## src/rtl/score_display_pkg.sv

```systemverilog
// ---------------------------------------------------------------------------
// score_display_pkg
// Shared types and constants for the 8-digit score display scheduler.
//   state_t       : sequencer FSM states (IDLE, CONVERT, COMMIT)
//   GLYPH_*       : glyph codes understood by the downstream segment decoder
//   SLOT_*        : digit slot indices, 0 = rightmost
//   dd_step()     : one double-dabble iteration on the 20-bit working register
// ---------------------------------------------------------------------------
package score_display_pkg;

    typedef enum logic [1:0] {
        IDLE    = 2'd0,
        CONVERT = 2'd1,
        COMMIT  = 2'd2
    } state_t;

    localparam logic [7:0] GLYPH_S     = 8'h05;
    localparam logic [7:0] GLYPH_C     = 8'h0C;
    localparam logic [7:0] GLYPH_O     = 8'h00;
    localparam logic [7:0] GLYPH_R     = 8'h0D;
    localparam logic [7:0] GLYPH_E     = 8'h0E;
    localparam logic [7:0] GLYPH_BLANK = 8'hFF;
    localparam logic [7:0] GLYPH_DASH  = 8'hFE;

    localparam logic [2:0] SLOT_ONES     = 3'd0;
    localparam logic [2:0] SLOT_TENS     = 3'd1;
    localparam logic [2:0] SLOT_HUNDREDS = 3'd2;
    localparam logic [2:0] SLOT_E        = 3'd3;
    localparam logic [2:0] SLOT_R        = 3'd4;
    localparam logic [2:0] SLOT_O        = 3'd5;
    localparam logic [2:0] SLOT_C        = 3'd6;
    localparam logic [2:0] SLOT_S        = 3'd7;

    // Number of shift steps needed to convert an 8-bit binary value.
    localparam int BIN_W = 8;

    // One double-dabble step: every BCD nibble that is 5 or more gets 3 added
    // so that the following left shift carries correctly into the next decade.
    // Layout is {hundreds, tens, ones, bin}.
    function automatic logic [19:0] dd_step(input logic [19:0] r);
        logic [19:0] a;
        a = r;
        if (a[11:8] >= 4'd5) begin
            a[11:8] = a[11:8] + 4'd3;
        end
        if (a[15:12] >= 4'd5) begin
            a[15:12] = a[15:12] + 4'd3;
        end
        if (a[19:16] >= 4'd5) begin
            a[19:16] = a[19:16] + 4'd3;
        end
        return {a[18:0], 1'b0};
    endfunction

    // Numeric digit to glyph code; digits map straight onto the low nibble.
    function automatic logic [7:0] digit_glyph(input logic [3:0] d);
        return {4'h0, d};
    endfunction

endpackage

```

## src/rtl/score_display_scheduler_bin2bcd_dd.sv

```systemverilog
// ---------------------------------------------------------------------------
// bin2bcd_dd
// Serial double-dabble binary-to-BCD converter, one shift per clock.
//   clk   in   system clock
//   rst   in   synchronous active-high reset
//   start in   load 'bin' into the working register (ignored while active)
//   bin   in   8-bit unsigned value
//   done  out  high during the cycle whose rising edge performs the 8th shift
//   bcd   out  {hundreds, tens, ones}; final once the 8th shift has happened
// ---------------------------------------------------------------------------
module bin2bcd_dd
    import score_display_pkg::*;
(
    input  logic        clk,
    input  logic        rst,
    input  logic        start,
    input  logic [7:0]  bin,
    output logic        done,
    output logic [11:0] bcd
);

    logic [19:0] shift_reg;
    logic [2:0]  shift_cnt;
    logic        active;

    // Load on start, then apply one add-3/shift step per cycle. The counter
    // wraps back to 0 on the last step, so it is ready for the next load.
    always_ff @(posedge clk) begin
        if (rst) begin
            shift_reg <= '0;
            shift_cnt <= '0;
            active    <= 1'b0;
        end else if (start && !active) begin
            shift_reg <= {12'd0, bin};
            shift_cnt <= '0;
            active    <= 1'b1;
        end else if (active) begin
            shift_reg <= dd_step(shift_reg);
            shift_cnt <= shift_cnt + 3'd1;
            if (shift_cnt == 3'(BIN_W - 1)) begin
                active <= 1'b0;
            end
        end
    end

    // 'done' marks the cycle ending in the last shift so the sequencer can
    // move to COMMIT on that same edge and pick up the result a cycle later.
    assign done = active && (shift_cnt == 3'(BIN_W - 1));
    assign bcd  = shift_reg[19:8];

endmodule

```

## src/rtl/score_display_scheduler.sv

```systemverilog
// ---------------------------------------------------------------------------
// score_display_scheduler
// Accepts a binary score over valid/ready, converts it to BCD and scans it,
// prefixed by "SCORE", across an 8-digit multiplexed seven-segment display.
//   REFRESH_DIV     clock cycles per digit slot (>= 2)
//   clk             system clock, rising edge
//   rst             synchronous active-high reset
//   score           unsigned binary score, 0..255
//   score_valid     score is valid this cycle
//   score_ready     a score can be accepted this cycle
//   refreshcounter  active digit slot, 0 = rightmost
//   an              active-low anode enables, registered
//   digit_code      glyph code for the active slot
//   busy            conversion in progress
// ---------------------------------------------------------------------------
module score_display_scheduler
    import score_display_pkg::*;
#(
    parameter int REFRESH_DIV = 100000
) (
    input  logic       clk,
    input  logic       rst,
    input  logic [7:0] score,
    input  logic       score_valid,
    output logic       score_ready,
    output logic [2:0] refreshcounter,
    output logic [7:0] an,
    output logic [7:0] digit_code,
    output logic       busy
);

    localparam int PW = (REFRESH_DIV > 2) ? $clog2(REFRESH_DIV) : 1;
    localparam logic [PW-1:0] PRESC_LAST = PW'(REFRESH_DIV - 1);

    state_t      state;
    state_t      state_next;
    logic        conv_start;
    logic        conv_done;
    logic [11:0] conv_bcd;
    logic [3:0]  disp_hundreds;
    logic [3:0]  disp_tens;
    logic [3:0]  disp_ones;
    logic [PW-1:0] presc;
    logic [2:0]  next_slot;

    // Ready is masked by reset so nothing is accepted on a reset edge.
    assign score_ready = (state == IDLE) && !rst;
    assign conv_start  = score_valid && score_ready;
    assign busy        = (state != IDLE);

    bin2bcd_dd u_bin2bcd (
        .clk   (clk),
        .rst   (rst),
        .start (conv_start),
        .bin   (score),
        .done  (conv_done),
        .bcd   (conv_bcd)
    );

    always_ff @(posedge clk) begin
        if (rst) begin
            state <= IDLE;
        end else begin
            state <= state_next;
        end
    end

    // Sequencer: the converter runs while in CONVERT; COMMIT is the single
    // cycle in which its settled result is copied to the display digits.
    always_comb begin
        state_next = state;
        case (state)
            IDLE: begin
                if (conv_start) begin
                    state_next = CONVERT;
                end
            end
            CONVERT: begin
                if (conv_done) begin
                    state_next = COMMIT;
                end
            end
            COMMIT: begin
                state_next = IDLE;
            end
            default: begin
                state_next = IDLE;
            end
        endcase
    end

    // All three digits load together so the scan never shows a mix of old
    // and new values, even when the commit lands on a slot change.
    always_ff @(posedge clk) begin
        if (rst) begin
            disp_hundreds <= '0;
            disp_tens     <= '0;
            disp_ones     <= '0;
        end else if (state == COMMIT) begin
            disp_hundreds <= conv_bcd[11:8];
            disp_tens     <= conv_bcd[7:4];
            disp_ones     <= conv_bcd[3:0];
        end
    end

    assign next_slot = refreshcounter + 3'd1;

    // Free-running prescaler and scan counter, independent of the FSM.
    // The anode pattern is registered alongside the slot so both change on
    // the same edge.
    always_ff @(posedge clk) begin
        if (rst) begin
            presc          <= '0;
            refreshcounter <= SLOT_ONES;
            an             <= 8'hFE;
        end else if (presc == PRESC_LAST) begin
            presc          <= '0;
            refreshcounter <= next_slot;
            an             <= ~(8'h01 << next_slot);
        end else begin
            presc <= presc + 1'b1;
        end
    end

    // Glyph mux with leading-zero blanking of hundreds and tens; an inner
    // zero (e.g. 100) stays visible because tens only blanks when hundreds
    // is also zero.
    always_comb begin
        digit_code = GLYPH_DASH;
        case (refreshcounter)
            SLOT_S: digit_code = GLYPH_S;
            SLOT_C: digit_code = GLYPH_C;
            SLOT_O: digit_code = GLYPH_O;
            SLOT_R: digit_code = GLYPH_R;
            SLOT_E: digit_code = GLYPH_E;
            SLOT_HUNDREDS: begin
                if (disp_hundreds == 4'd0) begin
                    digit_code = GLYPH_BLANK;
                end else begin
                    digit_code = digit_glyph(disp_hundreds);
                end
            end
            SLOT_TENS: begin
                if ((disp_hundreds == 4'd0) && (disp_tens == 4'd0)) begin
                    digit_code = GLYPH_BLANK;
                end else begin
                    digit_code = digit_glyph(disp_tens);
                end
            end
            SLOT_ONES: begin
                digit_code = digit_glyph(disp_ones);
            end
            default: begin
                digit_code = GLYPH_DASH;
            end
        endcase
    end

endmodule
```

## config.mk

```make
export PLATFORM = sky130hd
export DESIGN_NAME = score_display_scheduler
export DESIGN_NICKNAME = d
export VERILOG_FILES = /design/src/rtl/score_display_pkg.sv /design/src/rtl/score_display_scheduler_bin2bcd_dd.sv /design/src/rtl/score_display_scheduler.sv
export SDC_FILE = /design/constraint.sdc
export NUM_CORES = 1
export LEC_CHECK = 0
export BUFFER_PORTS_ARGS = -buffer_cell sky130_fd_sc_hd__buf_4
export CAP_MARGIN = 20
export CORE_MARGIN = 8
export CORE_UTILIZATION = 34
export CTS_CLUSTER_DIAMETER = 50
export DETAILED_ROUTE_END_ITERATION = 10
export SYNTH_ARGS = -nofsm -noshare
export SYNTH_HDL_FRONTEND = slang
export SYNTH_SLANG_ARGS = --single-unit
```

## constraint.sdc

```tcl
create_clock -name clk -period 2.5 [get_ports clk]
set_clock_uncertainty 0.1 [all_clocks]
set_input_delay 0 -clock clk [delete_from_list [all_inputs] [get_ports clk]]
set_output_delay 0 -clock clk [all_outputs]
set_load 0.01 [all_outputs]
```

==> flow_metrics.py, run 1 <==
metrics = {
    "sta": {
        "worstMarginPinSlew_ns": 0.811,
        "maxSlewViolCount": 0,
        "timing.fmax_mhz": 438,
        "fin_crit_ns": 2.28,
        "setup_viol": 0,
        "timing.final.hold_violations": 0,
        "fin_tns_setup_ns": 0,
        "fin_hold_ws_ns": 0.353,
        "fin_ws_ns": 0.216,
        "post-route-period-util_pct": 91.4,
        "slew_headroom_pct": 45.8,
        "rsz0062_at_grt": "no",
    },
    "layout": {
        "drive_above_1_share_pct": 14.1,
        "n_fill_cell": 888,
        "largest_register_ffs": 20,
        "antenna_cells": 0,
        "nets": 449,
        "area_delta_synth_final_pct": 19.0,
    },
    "setup_path": {
        "cpMostUsedCell": "inv_1",
        "rr_endpoint": "u_bin2bcd.shift_reg[5]$_SDFFE_PP0P_",
        "worstReg2RegStart": "state[0]$_SDFFE_PP0P_",
        "path_max_fanout": 10,
        "crit_arrival_ns": 2.18,
        "reg2reg_depth": 6,
        "required_ns": 2.40,
        "reg2reg_slack_ns": 0.37,
        "crit_slowest_cell": "dfxtp_1",
        "path_cells": "inv_1 -> ha_1 -> inv_1 -> o21ai_0 -> and2_1 -> or3_1 -> buf_4",
        "critPathKind": "flip-flop to output port",
        "cp-startpoint": "refreshcounter[0]$_SDFFE_PP0N_",
        "start_kind": "flip-flop",
        "critPathMaxStageDelay_ns": 0.42,
        "cp-end-kind": "output port",
    },
    "power": {
        "p_sw_share_pct": 23.6,
        "clock_power_share_pct": 41.6,
        "vdd_drop_max_v": 0.000216,
        "p_switching_uw": 490,
        "p_leak_uw": 0.00135,
        "power.density_nw_per_um2": 549,
        "p_comb_share_pct": 6.3,
        "seq_power_share_pct": 52.1,
        "internal-power_uw": 1580,
    },
    "yosys": {
        "synth_commonest_cells": "66 x dfxtp_1, 55 x nand2_1, 41 x a21oi_1, 32 x nor2_1, 24 x o21ai_0",
        "synth_nets": 413,
        "ys_seq_area_share_pct": 41.6,
        "synthArstFlopShare_pct": 0,
        "ys_types": 38,
        "synth-seq-cells": 66,
        "yosysMostFrequentCell": "dfxtp_1",
        "yosysWarnings": 0,
        "synth_ff_type": "dfxtp_1",
        "synth_edf_count": 0,
        "postSynthAreaPerCell_um2": 8.22,
        "yosys.area.top_type": "dfxtp_1",
        "netlist.area_leader.share_pct": 41.6,
        "synth_cells": 386,
        "synth_area_um2": 3170,
        "synthTopCellsByArea": "dfxtp_1 42%, nand2_1 6.5%, a21oi_1 6.5%",
    },
    "placement": {
        "numPortBuffers": 31,
        "gp_congestion": 0.777,
        "place_ws_ns": 0.460,
        "dp.final_hpwl_mm": 4.89,
    },
    "grt": {
        "grt_pass1_wl_mm": 12.4,
        "grt_use_total_pct": 11.8,
        "grt_remaining_overflow": 0,
        "grt_pass1_vias": 2666,
        "antenna_found_initial": 0,
        "grt_max_degree": 35,
    },
    "hold_path": {
        "hp-class": "flip-flop to flip-flop",
        "min_from": "presc[0]$_SDFF_PP0_",
        "hold_depth": 1,
        "min_to": "presc[0]$_SDFF_PP0_",
    },
    "cts": {
        "cts.sinks": 66,
        "clk_pin_slew_ns": 0.08,
        "cts_tree": "done",
        "cts_root_buf": "clkbuf_8",
        "cts_buffers": 9,
        "cts_buffer_depth": 2,
        "insertion_delay_ns": 0.34,
        "htreeDepth": 3,
    },
    "die": {
        "rows": 35,
        "dieHeight_um": 113,
        "pin_count": 32,
        "start_util_pct": 34.7,
        "core_area_um2": 9150,
        "die_area_um2": 12700,
        "fp.dieW_um": 113,
    },
    "route": {
        "detailedRoute.firstIterationViolations": 222,
        "wire_per_inst_um": 13.3,
        "first_pass_iters": 4,
        "drc": 0,
        "routed_via_density": 5.07,
        "drt_wl_total_mm": 7.15,
        "via_count": 2727,
        "ant_nets": 0,
    },
    "run": {
        "max-cap-violations": 0,
    },
    "run_status": {
        "status": "complete, no violations",
    },
}
==> worst max path at each step <==
stage	endpoint	slack (ns)	cells past startpoint
after global placement	presc[12]$_SDFF_PP0_	0.55	4
after detailed placement	presc[13]$_SDFF_PP0_	0.46	5
after global routing	digit_code[0]	0.07	7
after CTS	digit_code[0]	0.21	7
after floorplan	digit_code[0]	0.73	7
final	digit_code[0]	0.22	7
==> timing repair <==
action | CTS | global route
setup buffers | 0 | 0
endpoints found under the setup margin | 0 | 1
hold buffers | 12 | 0
endpoints found under the hold margin | 24 | 0
gates resized for setup | 0 | 1
==> layout make-up <==
type                            count  area, µm²  area share, %
Multi-Input combinational cell    279       1680           44.5
Sequential cell                    66       1320           35.0
Timing Repair Buffer               46        375           9.94
Tap cell                          111        139           3.68
Clock buffer                       10        128           3.38
Inverter                           20       75.1           1.99
Clock inverter                      6       57.6           1.52
==> power by group through the flow <==
stage	sequential, µW	combinational [µW]	clock (µW)
2_1_floorplan	1100	82.7	0
3_3_place_gp	1100	113	0
3_5_place_dp	1100	116	0
4_1_cts	1080	131	880
5_1_grt	1080	145	935
6_report	1080	130	862
==> worst max-delay path, delay by kind of cell, from the launching register on <==
family                   cells  cell delay (ns)
AO/OA/AOI/OAI                1             0.11
adder cells (fa/ha/maj)      1             0.34
buffers and inverters        3             0.38
flip-flops                   1             0.42
AND/OR/NAND/NOR              2             0.58
==> metrics by stage <==
step / area [µm²] / std cells / utilization (%) / power, µW
3_3_place_gp: 3460 / 510 / 37.8 / 1220
5_1_grt: 3770 / 538 / 41.2 / 2160
4_1_cts: 3770 / 538 / 41.2 / 2090
2_1_floorplan: 3170 / 386 / - / 1180
3_5_place_dp: 3460 / 510 / 37.8 / 1220
6_report: 3770 / 538 / 41.2 / 2070
==> layout by cell type (no fill, tap or decap), types with 15 or more instances in the layout <==
cell,Yosys,final
inv_1,20,20
ha_1,16,16
buf_4,3,34
nor2_1,32,32
xnor2_1,17,17
a21oi_1,41,41
dfxtp_1,66,66
nand3_1,15,15
o21ai_0,24,24
nand2_1,55,55
==> routing by layer <==
metal | vias up | global-route usage [%] | part of all wire (%)
met2 | 46 | 19.1 | 46
met4 | 0 | 6.65 | 2.2
met5 | - | 0 | 0
li1 | 1415 | - | -
met1 | 1255 | 14.6 | 49
met3 | 11 | 2.09 | 3.1
==> kinds of logic after synthesis <==
logic type,after synthesis,synth area share (%)
buffers and inverters,41,5.64
adders and majority gates,16,6.31
and+or+nand+nor,152,22.9
xor gates and xnor gates,19,5.24
muxes,11,3.75
DFF,66,41.6
AOI/OAI and AO/OA,81,14.5
Power figures use the tool's default switching activity.
==> run 2, diff against run 1 <==
--- a/config.mk
+++ b/config.mk
@@ -6,11 +6,14 @@
 export NUM_CORES = 1
 export LEC_CHECK = 0
 export BUFFER_PORTS_ARGS = -buffer_cell sky130_fd_sc_hd__buf_4
-export CAP_MARGIN = 20
+export CAP_MARGIN = 10
+export CELL_PAD_IN_SITES_DETAIL_PLACEMENT = 0
+export CELL_PAD_IN_SITES_GLOBAL_PLACEMENT = 2
 export CORE_MARGIN = 8
 export CORE_UTILIZATION = 34
 export CTS_CLUSTER_DIAMETER = 50
 export DETAILED_ROUTE_END_ITERATION = 10
+export PLACE_DENSITY_LB_ADDON = 0.1
 export SYNTH_ARGS = -nofsm -noshare
 export SYNTH_HDL_FRONTEND = slang
 export SYNTH_SLANG_ARGS = --single-unit
==> flow_metrics.py, run 2 (synthesis results as in run 1) <==
metrics = {
    "run_status": {
        "status": "complete, no violations",
    },
    "grt": {
        "grt_use_total_pct": 12.5,
        "grt_pass1_wl_mm": 13.1,
        "grt_max_degree": 35,
        "grt_remaining_overflow": 0,
        "antenna_found_initial": 0,
        "grt_pass1_vias": 2719,
    },
    "die": {
        "die_area_um2": 12700,
        "dieHeight_um": 113,
        "core_area_um2": 9150,
        "fp.dieW_um": 113,
        "pin_count": 32,
        "rows": 35,
        "start_util_pct": 34.7,
    },
    "setup_path": {
        "critPathMaxStageDelay_ns": 0.40,
        "reg2reg_slack_ns": 0.39,
        "critPathKind": "flip-flop to output port",
        "reg2reg_depth": 4,
        "start_kind": "flip-flop",
        "required_ns": 2.40,
        "path_cells": "inv_1 -> ha_1 -> inv_1 -> o21ai_0 -> and2_1 -> or3_1 -> buf_4",
        "cpMostUsedCell": "inv_1",
        "cp-end-kind": "output port",
        "crit_slowest_cell": "dfxtp_1",
        "path_max_fanout": 10,
        "crit_arrival_ns": 2.12,
    },
    "layout": {
        "nets": 447,
        "largest_register_ffs": 20,
        "postLayoutCellArea_um2": 3770,
        "final_common_cell": "dfxtp_1",
        "mostFrequentLayoutCells": "66 x dfxtp_1, 55 x nand2_1, 41 x a21oi_1",
        "drive_above_1_share_pct": 13.9,
        "antenna_cells": 0,
        "fin_util_pct": 41.2,
        "area_delta_synth_final_pct": 18.9,
        "n_fill_cell": 911,
    },
    "cts": {
        "clk_pin_slew_ns": 0.07,
        "cts_root_buf": "clkbuf_8",
        "cts_setup_buffers": 0,
        "insertion_delay_ns": 0.34,
        "cts.sinks": 66,
        "cts_tree": "done",
        "cts_buffer_depth": 2,
        "cts_buffers": 9,
        "htreeDepth": 3,
    },
    "route": {
        "routed_via_density": 5.15,
        "ant_nets": 0,
        "top_layer_used": "met4",
        "drt_wl_total_mm": 7.48,
        "first_pass_iters": 4,
        "via_count": 2755,
        "wire_per_inst_um": 14.0,
        "wl_met2_mm": 3.29,
        "drc": 0,
        "detailedRoute.firstIterationViolations": 114,
        "wl_met1_mm": 3.81,
        "wl_met3_um": 307,
    },
    "sta": {
        "timing.final.hold_violations": 0,
        "fin_crit_ns": 2.22,
        "timing.fmax_mhz": 451,
        "maxSlewViolCount": 0,
        "fin_hold_ws_ns": 0.347,
        "fin_tns_setup_ns": 0,
        "rsz0062_at_grt": "no",
        "setup_viol": 0,
        "slew_headroom_pct": 48.7,
        "worstMarginPinSlew_ns": 0.769,
        "post-route-period-util_pct": 88.8,
        "fin_ws_ns": 0.281,
    },
    "power": {
        "p_comb_share_pct": 6.0,
        "p_sw_share_pct": 22.0,
        "power.density_nw_per_um2": 565,
        "internal-power_uw": 1660,
        "p_switching_uw": 470,
        "seq_power_share_pct": 50.7,
        "clock_power_share_pct": 43.3,
        "p_leak_uw": 0.00135,
        "vdd_drop_max_v": 0.000235,
    },
    "hold_path": {
        "hp-class": "flip-flop to flip-flop",
        "hold_depth": 1,
    },
    "placement": {
        "numPortBuffers": 31,
        "gp_congestion": 0.754,
        "placed_area_um2": 3460,
        "dp.final_hpwl_mm": 5.16,
        "place_ws_ns": 0.441,
    },
    "run": {
        "max-cap-violations": 0,
    },
}
## run 2: metrics by stage
step / power, µW / instances
after floorplan: 1180 / 386
after global placement: 1220 / 510
after detailed placement: 1220 / 510
after CTS: 2170 / 535
after global routing: 2230 / 535
final: 2130 / 535
## run 2: layout make-up
cell class	count	area, µm²	area share, %
multi-input cells	279	1680	44.5
flip-flops and latches	66	1320	35.0
repair buffers	44	355	9.42
clock buffers	13	169	4.48
well taps	111	139	3.68
inverters	20	75.1	1.99
clock inverters	2	35.0	0.928
## run 2: final timing paths
check	start	end
setup / recovery	refreshcounter[0]$_SDFFE_PP0N_	digit_code[0]
hold / removal	presc[0]$_SDFF_PP0_	presc[0]$_SDFF_PP0_
setup reg to reg	presc[8]$_SDFF_PP0_	presc[5]$_SDFF_PP0_
hold reg to reg	presc[0]$_SDFF_PP0_	presc[0]$_SDFF_PP0_
## run 2: metal layers
layer  GRT usage [%]  vias up
met5               0        -
li1                -     1407
met1            16.5     1291
met2            19.0       50
met3            3.44        7
met4            4.32        0
## run 2: power by group through the flow
stage               sequential, µW  clock [µW]  combinational [µW]
global route                  1080        1010                 144
detailed placement            1100           0                 118
global placement              1100           0                 116
floorplan                     1100           0                82.7
CTS                           1080         957                 130
finish                        1080         924                 128
## run 2: critical path: cells and delay by family, from the launching register on
family | cells | cell delay (ns)
compound gates | 1 | 0.11
fa+ha+maj | 1 | 0.34
buf+inv | 3 | 0.37
flops | 1 | 0.40
simple gates | 2 | 0.58
## run 2: repair_timing
action                                  in CTS  in global routing
gates resized for setup                      0                  1
hold endpoints to repair                    25                  0
endpoints found under the setup margin       0                  1
hold buffers                                10                  0
==> run 3, diff against run 2 <==
--- a/config.mk
+++ b/config.mk
@@ -5,7 +5,7 @@
 export SDC_FILE = /design/constraint.sdc
 export NUM_CORES = 1
 export LEC_CHECK = 0
-export BUFFER_PORTS_ARGS = -buffer_cell sky130_fd_sc_hd__buf_4
+export BUFFER_PORTS_ARGS = -buffer_cell sky130_fd_sc_hd__clkbuf_2
 export CAP_MARGIN = 10
 export CELL_PAD_IN_SITES_DETAIL_PLACEMENT = 0
 export CELL_PAD_IN_SITES_GLOBAL_PLACEMENT = 2
==> flow_metrics.py, run 3 (synthesis results as in run 1) <==
metrics = {
    "power": {
        "totalPowerFinal_uw": 2080,
        "vdd_drop_max_v": 0.000202,
        "p_leak_uw": 0.00137,
        "power.density_nw_per_um2": 554,
    },
    "setup_path": {
        "path_max_fanout": 16,
        "cp-end-kind": "flip-flop",
        "crit_arrival_ns": 2.37,
        "required_ns": 2.62,
        "start_kind": "primary input",
        "critPathKind": "primary input to flip-flop",
    },
    "grt": {
        "grt_pass1_wl_mm": 12.9,
        "grt_max_degree": 31,
        "antenna_found_initial": 0,
        "grt_remaining_overflow": 0,
        "grt_pass1_vias": 2720,
        "grt_use_total_pct": 12.5,
    },
    "layout": {
        "multi_input_area_um2": 1680,
        "fin_util_pct": 41.0,
        "n_fill_cell": 941,
        "instances_no_fill": 543,
        "area_delta_synth_final_pct": 18.3,
        "final_common_cell": "dfxtp_1",
        "nets": 455,
        "seqCellArea_um2": 1320,
        "drive_above_1_share_pct": 13.9,
        "largest_register_ffs": 20,
        "mostFrequentLayoutCells": "66 x dfxtp_1, 55 x nand2_1, 41 x a21oi_1",
        "antenna_cells": 0,
    },
    "die": {
        "dieHeight_um": 113,
        "start_util_pct": 34.7,
        "rows": 35,
        "fp.dieW_um": 113,
        "core_area_um2": 9150,
        "pin_count": 32,
        "die_area_um2": 12700,
    },
    "placement": {
        "post-place-cells": 512,
        "numPortBuffers": 31,
        "dp.final_hpwl_mm": 5.23,
        "gp_congestion": 0.741,
    },
    "run_status": {
        "status": "complete, no violations",
    },
    "cts": {
        "cts.sinks": 66,
        "cts_root_buf": "clkbuf_8",
        "clk_pin_slew_ns": 0.07,
        "cts_tree": "done",
        "cts_buffers": 9,
        "insertion_delay_ns": 0.33,
        "htreeDepth": 3,
        "cts_buffer_depth": 2,
    },
    "run": {
        "max-cap-violations": 0,
    },
    "route": {
        "ant_nets": 0,
        "drc": 0,
        "via_count": 2773,
        "first_pass_iters": 5,
        "drt_wl_total_mm": 7.46,
        "detailedRoute.firstIterationViolations": 83,
        "wire_per_inst_um": 13.7,
        "routed_via_density": 5.11,
    },
    "hold_path": {
        "hp-class": "flip-flop to flip-flop",
    },
    "sta": {
        "post-route-period-util_pct": 90.2,
        "timing.final.hold_violations": 0,
        "timing.fmax_mhz": 443,
        "slew_headroom_pct": 48.3,
        "fin_tns_setup_ns": 0,
        "fin_hold_ws_ns": 0.349,
        "setup_viol": 0,
        "maxSlewViolCount": 0,
        "worstMarginPinSlew_ns": 0.774,
        "fin_crit_ns": 2.25,
        "rsz0062_at_grt": "no",
    },
}
[run 3: changes by cell type in the layout (fill, tap and decap cells not counted)]
cell / change
clkinv_2: +1
buf_4: -29
clkbuf_1: +1
clkbuf_2: +31
dlygate4sd3_1: +6
clkbuf_8: -2
[run 3: worst max-delay path, cell delays in order]
cell	delay [ns]
dlygate4sd3_1	0.53
clkbuf_2	0.26
nor4b_2	0.26
buf_4	0.25
mux2_2	0.35
nand2_1	0.06
a21oi_1	0.07
dlygate4sd3_1	0.57
[run 3: final cells by class]
type / instances / area share (%)
clock buffer: 12 / 3.87
clock inverter: 3 / 1.07
inverter: 20 / 2.00
multi-input combinational: 279 / 44.7
sequential: 66 / 35.2
tap: 111 / 3.70
timing repair buffer: 52 / 9.40
[run 3: metrics by stage]
stage | cell area [µm²] | worst slack (ns)
floorplan | 3170 | 0.730
global placement | 3400 | 0.440
detailed placement | 3400 | 0.417
CTS | 3750 | 0.239
global route | 3750 | 0.0820
finish | 3750 | 0.245
[run 3: path summary, 6_finish.rpt]
kind	depth (start not counted)	slack [ns]	from	to
setup reg to reg	6	0.35	state[0]$_SDFFE_PP0P_	u_bin2bcd.shift_reg[7]$_SDFFE_PP0P_
hold reg to reg	1	0.35	presc[0]$_SDFF_PP0_	presc[0]$_SDFF_PP0_
setup / recovery	8	0.25	rst	u_bin2bcd.shift_reg[7]$_SDFFE_PP0P_
hold / removal	1	0.35	presc[0]$_SDFF_PP0_	presc[0]$_SDFF_PP0_
[run 3: where the power goes]
part           total [µW]  switching [µW]  internal [µW]
sequential           1080            12.9           1070
combinational         130            70.4           59.9
clock                 869             389            480
total                2080             472           1610
[run 3: layer usage]
| metal | track usage, % | share of wire (%) |
|---|---|---|
| met5 | 0 | 0 |
| met4 | 4.32 | 0.79 |
| met3 | 3.33 | 3.3 |
| met2 | 18.3 | 43 |
| met1 | 17.2 | 53 |
[run 3: what timing repair did]
| action | CTS | global route |
|---|---|---|
| hold buffers | 16 | 0 |
| endpoints found under the hold margin | 10 | 0 |
| gates resized for setup | 0 | 1 |
| setup endpoints to repair | 0 | 1 |
| buffers inserted | 0 | 0 |
